### config.mk
export PLATFORM = sky130hd
export DESIGN_NAME = dds_multi_ch
export DESIGN_NICKNAME = d
export VERILOG_FILES = /design/src/rtl/dds_pkg.sv /design/src/rtl/dds_channel.sv /design/src/rtl/dds_multi_ch.sv
export SDC_FILE = /design/constraint.sdc
export NUM_CORES = 2
export LEC_CHECK = 0
export ABC_AREA = 1
export BUFFER_PORTS_ARGS = -buffer_cell sky130_fd_sc_hd__buf_2
export CAP_MARGIN = 10
export CORE_MARGIN = 4
export CORE_UTILIZATION = 55
export CTS_BUF_LIST = sky130_fd_sc_hd__clkbuf_8
export DETAILED_ROUTE_END_ITERATION = 12
export PLACE_DENSITY = 0.71
export SLEW_MARGIN = 10
export SYNTH_ARGS = -nofsm -noshare
export SYNTH_HDL_FRONTEND = slang
export SYNTH_SLANG_ARGS = --single-unit
### constraint.sdc
create_clock -name clk -period 51.9 [get_ports clk]
set_input_delay 0 -clock clk [delete_from_list [all_inputs] [get_ports clk]]
set_output_delay 0 -clock clk [all_outputs]
set_load 0.005 [all_outputs]
### src/rtl/dds_pkg.sv
// Shared constants for the multi-channel DDS engine.
// Mode and register encodings plus parameter-derived helpers.
package dds_pkg;

  localparam logic [1:0] MODE_RAMP = 2'd0;
  localparam logic [1:0] MODE_TRI  = 2'd1;
  localparam logic [1:0] MODE_SQR  = 2'd2;
  localparam logic [1:0] MODE_DC   = 2'd3;

  localparam logic [2:0] REG_FREQ  = 3'd0;
  localparam logic [2:0] REG_PHASE = 3'd1;
  localparam logic [2:0] REG_MODE  = 3'd2;
  localparam logic [2:0] REG_LEVEL = 3'd3;
  localparam logic [2:0] REG_AMP   = 3'd4;

  function automatic int unsigned midscale(input int unsigned dac_w);
    return 32'd1 << (dac_w - 1);
  endfunction

  function automatic int unsigned unity_amp(input int unsigned amp_w);
    return 32'd1 << amp_w;
  endfunction

endpackage

### src/rtl/dds_channel.sv
// One DDS channel: shadow/active banks, phase accumulator and
// a 3-stage phase -> waveform -> gain pipeline.
module dds_channel
  import dds_pkg::*;
#(
  parameter int FW_W  = 32,
  parameter int DAC_W = 14,
  parameter int AMP_W = 12
) (
  input  logic             clk,
  input  logic             rst,
  input  logic             wr_en,
  input  logic [2:0]       wr_reg,
  input  logic [31:0]      wr_data,
  input  logic             commit,
  input  logic             phase_sync,
  output logic [DAC_W-1:0] dout
);

  localparam logic [DAC_W-1:0] MID   = DAC_W'(midscale(DAC_W));
  localparam logic [DAC_W-1:0] MAXV  = {DAC_W{1'b1}};
  localparam logic [AMP_W:0]   UNITY = (AMP_W+1)'(unity_amp(AMP_W));
  localparam logic [FW_W-1:0]  LVL0  = {1'b1, {(FW_W-1){1'b0}}};
  localparam int PW = DAC_W + AMP_W + 2;

  logic [FW_W-1:0] sh_freq, sh_poff, sh_level;
  logic [1:0]      sh_mode;
  logic [AMP_W:0]  sh_amp;
  logic [FW_W-1:0] ac_freq, ac_poff, ac_level;
  logic [1:0]      ac_mode;
  logic [AMP_W:0]  ac_amp;

  logic [FW_W-1:0] nx_freq, nx_poff, nx_level;
  logic [1:0]      nx_mode;
  logic [AMP_W:0]  nx_amp, amp_in;

  logic [FW_W-1:0] acc, p;
  logic [1:0]      mode1;
  logic [FW_W-1:0] lvl1;
  logic [AMP_W:0]  amp1, amp2;
  logic [DAC_W-1:0] raw, raw_c, tri_t;

  logic signed [DAC_W:0]   s;
  logic signed [PW-1:0]    prod, sh;
  logic signed [DAC_W+1:0] y, o;
  logic [DAC_W-1:0]        out_c;

  // Shadow bank as it will look after this cycle's write
  always_comb begin
    nx_freq  = sh_freq;
    nx_poff  = sh_poff;
    nx_mode  = sh_mode;
    nx_level = sh_level;
    nx_amp   = sh_amp;
    amp_in   = wr_data[AMP_W:0];
    if (wr_en) begin
      unique case (1'b1)
        (wr_reg == REG_FREQ):  nx_freq  = wr_data[FW_W-1:0];
        (wr_reg == REG_PHASE): nx_poff  = wr_data[FW_W-1:0];
        (wr_reg == REG_MODE):  nx_mode  = wr_data[1:0];
        (wr_reg == REG_LEVEL): nx_level = wr_data[FW_W-1:0];
        (wr_reg == REG_AMP):
          nx_amp = (amp_in > UNITY) ? UNITY : amp_in;
        default: ;
      endcase
    end
  end

  // Shadow captures writes; active takes the post-write shadow on commit
  always_ff @(posedge clk or posedge rst) begin
    if (rst) begin
      sh_freq  <= '0;
      sh_poff  <= '0;
      sh_mode  <= MODE_RAMP;
      sh_level <= LVL0;
      sh_amp   <= UNITY;
      ac_freq  <= '0;
      ac_poff  <= '0;
      ac_mode  <= MODE_RAMP;
      ac_level <= LVL0;
      ac_amp   <= UNITY;
    end else begin
      sh_freq  <= nx_freq;
      sh_poff  <= nx_poff;
      sh_mode  <= nx_mode;
      sh_level <= nx_level;
      sh_amp   <= nx_amp;
      if (commit) begin
        ac_freq  <= nx_freq;
        ac_poff  <= nx_poff;
        ac_mode  <= nx_mode;
        ac_level <= nx_level;
        ac_amp   <= nx_amp;
      end
    end
  end

  // Phase accumulator, cleared by phase_sync
  always_ff @(posedge clk or posedge rst) begin
    if (rst) acc <= '0;
    else if (phase_sync) acc <= '0;
    else acc <= acc + ac_freq;
  end

  // S1: offset phase; shape controls travel with the sample
  always_ff @(posedge clk or posedge rst) begin
    if (rst) begin
      p     <= '0;
      mode1 <= MODE_RAMP;
      lvl1  <= LVL0;
      amp1  <= UNITY;
    end else begin
      p     <= acc + ac_poff;
      mode1 <= ac_mode;
      lvl1  <= ac_level;
      amp1  <= ac_amp;
    end
  end

  // Waveform shaping from the offset phase
  always_comb begin
    tri_t = p[FW_W-2 -: DAC_W];
    raw_c = MID;
    unique case (mode1)
      MODE_RAMP: raw_c = p[FW_W-1 -: DAC_W];
      MODE_TRI:  raw_c = p[FW_W-1] ? ~tri_t : tri_t;
      MODE_SQR:  raw_c = (p < lvl1) ? MAXV : '0;
      MODE_DC:   raw_c = lvl1[FW_W-1 -: DAC_W];
    endcase
  end

  // S2: raw waveform register
  always_ff @(posedge clk or posedge rst) begin
    if (rst) begin
      raw  <= MID;
      amp2 <= UNITY;
    end else begin
      raw  <= raw_c;
      amp2 <= amp1;
    end
  end

  // Gain about midscale, back to offset-binary with saturation
  always_comb begin
    s    = $signed({1'b0, raw}) - $signed({1'b0, MID});
    prod = PW'(s) * PW'($signed({1'b0, amp2}));
    sh   = prod >>> AMP_W;
    y    = sh[DAC_W+1:0];
    o    = y + $signed({2'b00, MID});
    if (o < 0) out_c = '0;
    else if (o > $signed({2'b00, MAXV})) out_c = MAXV;
    else out_c = o[DAC_W-1:0];
  end

  // S3: output register
  always_ff @(posedge clk or posedge rst) begin
    if (rst) dout <= MID;
    else dout <= out_c;
  end

endmodule

### src/rtl/dds_multi_ch.sv
// Multi-channel DDS top: write decode, commit/sync fan-out
// and pipeline-fill indicator.
module dds_multi_ch
  import dds_pkg::*;
#(
  parameter int NUM_CH = 2,
  parameter int FW_W   = 32,
  parameter int DAC_W  = 14,
  parameter int AMP_W  = 12
) (
  input  logic                    clk,
  input  logic                    rst,
  input  logic                    wr_en,
  input  logic [2:0]              wr_ch,
  input  logic [2:0]              wr_reg,
  input  logic [31:0]             wr_data,
  input  logic                    commit,
  input  logic                    phase_sync,
  output logic [NUM_CH*DAC_W-1:0] dout,
  output logic                    dout_valid
);

  logic [NUM_CH-1:0] ch_we;
  logic [2:0]        vld_sr;

  for (genvar k = 0; k < NUM_CH; k++) begin : g_ch
    assign ch_we[k] = wr_en && (wr_ch == 3'(k));
    dds_channel #(
      .FW_W  (FW_W),
      .DAC_W (DAC_W),
      .AMP_W (AMP_W)
    ) u_ch (
      .clk        (clk),
      .rst        (rst),
      .wr_en      (ch_we[k]),
      .wr_reg     (wr_reg),
      .wr_data    (wr_data),
      .commit     (commit),
      .phase_sync (phase_sync),
      .dout       (dout[k*DAC_W +: DAC_W])
    );
  end

  // Valid after the three pipeline stages have filled
  always_ff @(posedge clk or posedge rst) begin
    if (rst) vld_sr <= '0;
    else vld_sr <= {vld_sr[1:0], 1'b1};
  end

  assign dout_valid = vld_sr[2];

endmodule

==> impl_results.html <==
<table>
<tr><th>Metric</th><th>Value</th></tr>
<tr><th colspan="2">Run status</th></tr>
<tr><td>Outcome</td><td>completed</td></tr>
<tr><th colspan="2">Synthesis</th></tr>
<tr><td>FFs w/ async S/R, synth</td><td>100.0%</td></tr>
<tr><td>Top post-synthesis cells by count</td><td>sky130_fd_sc_hd__nand2_1 (1294), sky130_fd_sc_hd__inv_1 (1050), sky130_fd_sc_hd__dfrtp_1 (733), sky130_fd_sc_hd__o21ai_0 (427), sky130_fd_sc_hd__fa_1 (362)</td></tr>
<tr><td>Number of enable flip-flop cells after synthesis</td><td>0</td></tr>
<tr><td>Synthesized flop and latch total</td><td>751</td></tr>
<tr><td>Average footprint of a synthesized cell</td><td>8.641 um^2</td></tr>
<tr><td>Distinct cells, synth</td><td>44</td></tr>
<tr><td>Cell taking the most area after synthesis</td><td>sky130_fd_sc_hd__dfrtp_1</td></tr>
<tr><td>Synthesized Nets</td><td>roughly 6600</td></tr>
<tr><td>Mapped Cells</td><td>5864</td></tr>
<tr><td>Fraction of the yosys area taken by sequential cells</td><td>37.13%</td></tr>
<tr><td>Area share of the largest cell type after synthesis</td><td>36.20%</td></tr>
<tr><td>Netlist area before placement</td><td>a little over 50000 um^2</td></tr>
<tr><td>Synth Warn #</td><td>0</td></tr>
<tr><td>Most used standard cell by instance count after synthesis</td><td>sky130_fd_sc_hd__nand2_1</td></tr>
<tr><td>Dominant register cell in the synthesized netlist</td><td>sky130_fd_sc_hd__dfrtp_1</td></tr>
<tr><td>Area contributors post-synth</td><td>sky130_fd_sc_hd__dfrtp_1 (36%), sky130_fd_sc_hd__fa_1 (14%), sky130_fd_sc_hd__nand2_1 (9.6%)</td></tr>
<tr><th colspan="2">Setup path</th></tr>
<tr><td>Most Frequent Cell on Critical Path</td><td>sky130_fd_sc_hd__nand2_1</td></tr>
<tr><td>Data required time of the critical path</td><td>52.52 ns</td></tr>
<tr><td>Max stage delay cell, worst path</td><td>sky130_fd_sc_hd__dfrtp_1</td></tr>
<tr><td>Element type at the critical path start</td><td>flop</td></tr>
<tr><td>Number of buffers and inverters on the critical path</td><td>4</td></tr>
<tr><td>Worst path top cell family by delay</td><td>adder cells</td></tr>
<tr><td>Worst reg2reg setup slack</td><td>44.90 ns</td></tr>
<tr><td>Largest incremental delay on the critical path</td><td>~0.66 ns</td></tr>
<tr><td>Reg-to-Reg Start</td><td>g_ch[1].u_ch.amp2[2]</td></tr>
<tr><td>CP endpoint kind</td><td>flop</td></tr>
<tr><td>Class of the most critical setup path</td><td>flop to flop</td></tr>
<tr><td>Worst Path Max Fanout</td><td>14</td></tr>
<tr><td>Capture instance of the worst register-to-register path</td><td>g_ch[1].u_ch.dout[1]</td></tr>
<tr><td>Worst EP arrival</td><td>7.62 ns</td></tr>
<tr><td>Number of cells on the worst reg-to-reg path</td><td>31</td></tr>
<tr><th colspan="2">Clocking</th></tr>
<tr><td>Clock insertion delay at the later pin of the skew report</td><td>between 0.7 and 0.8 ns</td></tr>
<tr><td>Max clock buf depth</td><td>3</td></tr>
<tr><td>TritonCTS clock tree</td><td>done</td></tr>
<tr><td>Clock Pin Slew Worst Setup and Hold Paths</td><td>0.07 ns</td></tr>
<tr><td>Number of clock buffers inserted by TritonCTS</td><td>120</td></tr>
<tr><td>Clk Tree Root Cell</td><td>sky130_fd_sc_hd__clkbuf_8</td></tr>
<tr><td>Number of sinks handled by clock tree synthesis</td><td>approximately 750</td></tr>
<tr><td>Depth of the CTS H-tree</td><td>3</td></tr>
<tr><th colspan="2">GRT</th></tr>
<tr><td>Total congestion overflow</td><td>0</td></tr>
<tr><td>Global-route wire length before repair</td><td>approximately 210 mm</td></tr>
<tr><td>All-Layer GR Usage</td><td>26.85%</td></tr>
<tr><td>Number of antenna violations at the first check in global routing</td><td>2</td></tr>
<tr><td>Vias in the first global route</td><td>39260</td></tr>
<tr><td>Maximum number of pins on one net before global-route repair</td><td>146</td></tr>
<tr><th colspan="2">Detailed routing</th></tr>
<tr><td>Starting DRT DRC Count</td><td>approximately 2800</td></tr>
<tr><td>Total vias in the final route</td><td>38550</td></tr>
<tr><td>Per-cell via count in the routed design</td><td>5.338</td></tr>
<tr><td>Total Wirelength</td><td>128.9 mm</td></tr>
<tr><td>Remaining number of nets flagged by the antenna check after routing</td><td>0</td></tr>
<tr><td>Number of detailed-route iterations in the first pass</td><td>5</td></tr>
<tr><td>DRC violation count after routing</td><td>0</td></tr>
<tr><td>Wire per inst</td><td>17.84 um</td></tr>
<tr><th colspan="2">Floorplanning</th></tr>
<tr><td>Number of cell rows</td><td>around 110</td></tr>
<tr><td>Horizontal die dimension</td><td>311.5 um</td></tr>
<tr><td>Die ar.</td><td>97050 um^2</td></tr>
<tr><td>Die height</td><td>311.5 um</td></tr>
<tr><td>Starting density of the core</td><td>55.37%</td></tr>
<tr><td>I/O Pins</td><td>72</td></tr>
<tr><td>Core region area</td><td>91520 um^2</td></tr>
<tr><th colspan="2">Pwr</th></tr>
<tr><td>P per Cell Area</td><td>43.70 nW/um^2</td></tr>
<tr><td>Pleak</td><td>about 0.030 uW</td></tr>
<tr><td>Final Total Pwr</td><td>2404 uW</td></tr>
<tr><td>VDD IR max</td><td>0.04176 mV</td></tr>
<tr><th colspan="2">Timing</th></tr>
<tr><td>TNS Setup</td><td>0 ns</td></tr>
<tr><td>Achievable frequency</td><td>142.8 MHz</td></tr>
<tr><td>Count of final max-slew check failures</td><td>0</td></tr>
<tr><td>Slew at the pin closest to its max-slew limit</td><td>approximately 1.1 ns</td></tr>
<tr><td>Worst Clk Skew</td><td>roughly 0.038 ns</td></tr>
<tr><td>Post-route fraction of the period consumed by the critical path</td><td>13.49%</td></tr>
<tr><td>Final critical path time including I/O delays and setup</td><td>around 7.0 ns</td></tr>
<tr><td>Setup repair after global routing missed its margin</td><td>false</td></tr>
<tr><td>Setup-violating endpoint count in the final report</td><td>0</td></tr>
<tr><td>Rel. slew slack</td><td>24.56%</td></tr>
<tr><td>Hold violation count in the final report</td><td>0</td></tr>
<tr><th colspan="2">Layout</th></tr>
<tr><td>Count of placed standard cells in the final layout, fillers left out</td><td>7223</td></tr>
<tr><td>Fraction of final layout cells with drive strength greater than 1</td><td>8.865%</td></tr>
<tr><td>Nets</td><td>6661</td></tr>
<tr><td>Area growth from synthesis to layout</td><td>8.576%</td></tr>
<tr><th colspan="2">Run</th></tr>
<tr><td>Number of max-cap violations</td><td>0</td></tr>
<tr><th colspan="2">Placed design</th></tr>
<tr><td>Port buffer count</td><td>71</td></tr>
<tr><td>Placed insts</td><td>6957</td></tr>
<tr><td>RD Place Congestion</td><td>0.9426</td></tr>
<tr><td>HPWL after detailed placement</td><td>101.0 mm</td></tr>
<tr><th colspan="2">Hold path</th></tr>
<tr><td>Count of cells along the worst hold path</td><td>4</td></tr>
<tr><td>Worst hold path type</td><td>input pin to flop</td></tr>
<tr><td>Capture endpoint of the worst hold path</td><td>g_ch[0].u_ch.sh_level[9]</td></tr>
<tr><td>Hold path startpoint</td><td>wr_ch[1]</td></tr>
</table>
[registers in the layout, indices dropped and copies added, names as in the netlist, 28 cells and up]
name / flops
g_ch.u_ch.ac_freq: 64
g_ch.u_ch.ac_level: 64
g_ch.u_ch.ac_poff: 64
g_ch.u_ch.acc: 64
g_ch.u_ch.lvl1: 64
g_ch.u_ch.p: 64
g_ch.u_ch.sh_freq: 64
g_ch.u_ch.sh_level: 64
g_ch.u_ch.sh_poff: 64
g_ch.u_ch.dout: 28
g_ch.u_ch.raw: 28
[through the flow]
stage          instance area (um^2)  utilization, %  setup slack [ns]  hold WS [ns]
4_1_cts                       55010           60.11             44.89       0.06463
5_1_grt                       55020           60.11             44.26        0.1604
6_report                      55020           60.11             44.90        0.1520
3_3_place_gp                  51960           56.77             45.00        0.2333
3_5_place_dp                  51960           56.77             44.89        0.2378
2_1_floorplan                 50670               -             30.85        0.1361
[worst max-delay path by stage]
stage                         start                      to  slack [ns]  cells after the start
6_report       g_ch[1].u_ch.amp2[2]    g_ch[1].u_ch.dout[1]       44.90                     31
5_1_grt        g_ch[0].u_ch.amp2[2]    g_ch[0].u_ch.dout[6]       44.26                     31
4_1_cts        g_ch[0].u_ch.amp2[2]    g_ch[0].u_ch.dout[7]       44.89                     32
3_5_place_dp   g_ch[0].u_ch.raw[13]   g_ch[0].u_ch.dout[10]       44.89                     33
3_3_place_gp   g_ch[0].u_ch.raw[13]    g_ch[0].u_ch.dout[2]       45.00                     32
2_1_floorplan                   rst  g_ch[0].u_ch.ac_amp[0]       30.85                      1
[repair_timing]
action,in CTS,in global routing
hold buffers,39,0
setup buffers,0,0
gates resized for setup,0,0
hold endpoints to repair,554,0
[area by class of cell]
cell class / count / area, um^2
antenna: 2 / 5.005
clock inverter: 71 / 543.0
tap: 1186 / 1484
fill: 8018 / 36510
timing repair buffer: 127 / 895.9
clock buffer: 154 / 2120
multi-input combinational: 3876 / 27180
sequential: 751 / 18820
inverter: 1056 / 3971
[placed cells by master, fill, tap and decap left out, types with 9 or more instances in the layout]
master,instances
sky130_fd_sc_hd__nand2_1,1294
sky130_fd_sc_hd__inv_1,1084
sky130_fd_sc_hd__dfrtp_1,733
sky130_fd_sc_hd__o21ai_0,427
sky130_fd_sc_hd__fa_1,362
sky130_fd_sc_hd__ha_1,324
sky130_fd_sc_hd__nor2_1,317
sky130_fd_sc_hd__a21oi_1,268
sky130_fd_sc_hd__mux2_2,195
sky130_fd_sc_hd__nand3_1,186
sky130_fd_sc_hd__o21ai_1,169
sky130_fd_sc_hd__clkbuf_8,154
sky130_fd_sc_hd__nand4_1,73
sky130_fd_sc_hd__buf_2,70
sky130_fd_sc_hd__xor2_1,43
sky130_fd_sc_hd__dlygate4sd3_1,39
sky130_fd_sc_hd__or2_2,30
sky130_fd_sc_hd__o21bai_1,23
sky130_fd_sc_hd__o21a_1,20
sky130_fd_sc_hd__xnor2_1,20
sky130_fd_sc_hd__a21o_1,18
sky130_fd_sc_hd__nor3_1,18
sky130_fd_sc_hd__dfstp_2,18
sky130_fd_sc_hd__clkinv_2,17
sky130_fd_sc_hd__buf_4,16
sky130_fd_sc_hd__a31oi_1,14
sky130_fd_sc_hd__nand3b_1,14
sky130_fd_sc_hd__a21boi_0,12
sky130_fd_sc_hd__nor4_1,11
sky130_fd_sc_hd__o211ai_1,9
[worst register-to-register path: cells and delay by family, from the launching register on]
family,cells,cell delay (ns)
adders and majority gates,8,3.62
AOI/OAI and AO/OA,3,0.55
DFF,1,0.66
and+or+nand+nor,15,1.39
buffers and inverters,4,0.47
xor gates and xnor gates,1,0.19
[logic make-up after synthesis]
logic type	synth area share, %
flip-flops	37.13
other	0.007400
AND/OR/NAND/NOR	15.91
XOR/XNOR	1.089
multiplexers	4.333
buffers and inverters	9.247
AO/OA/AOI/OAI	9.980
adder cells (fa/ha/maj)	22.30
[metal layers]
layer / share of wire [%] / wire length (um) / global-route usage (%)
met5: 0 / 0 / 0
met4: 3.4 / 4327 / 8.875
met3: 6.4 / 8194 / 4.788
met2: 49 / 62720 / 45.84
met1: 42 / 53620 / 34.91
[report_power, final]
| group | switching (uW) | total, uW | internal (uW) |
|---|---|---|---|
| clock | 246 | 545 | 299 |
| combinational | 643 | 1030 | 389 |
| sequential | 119 | 828 | 709 |
Power figures use the tool's default switching activity.
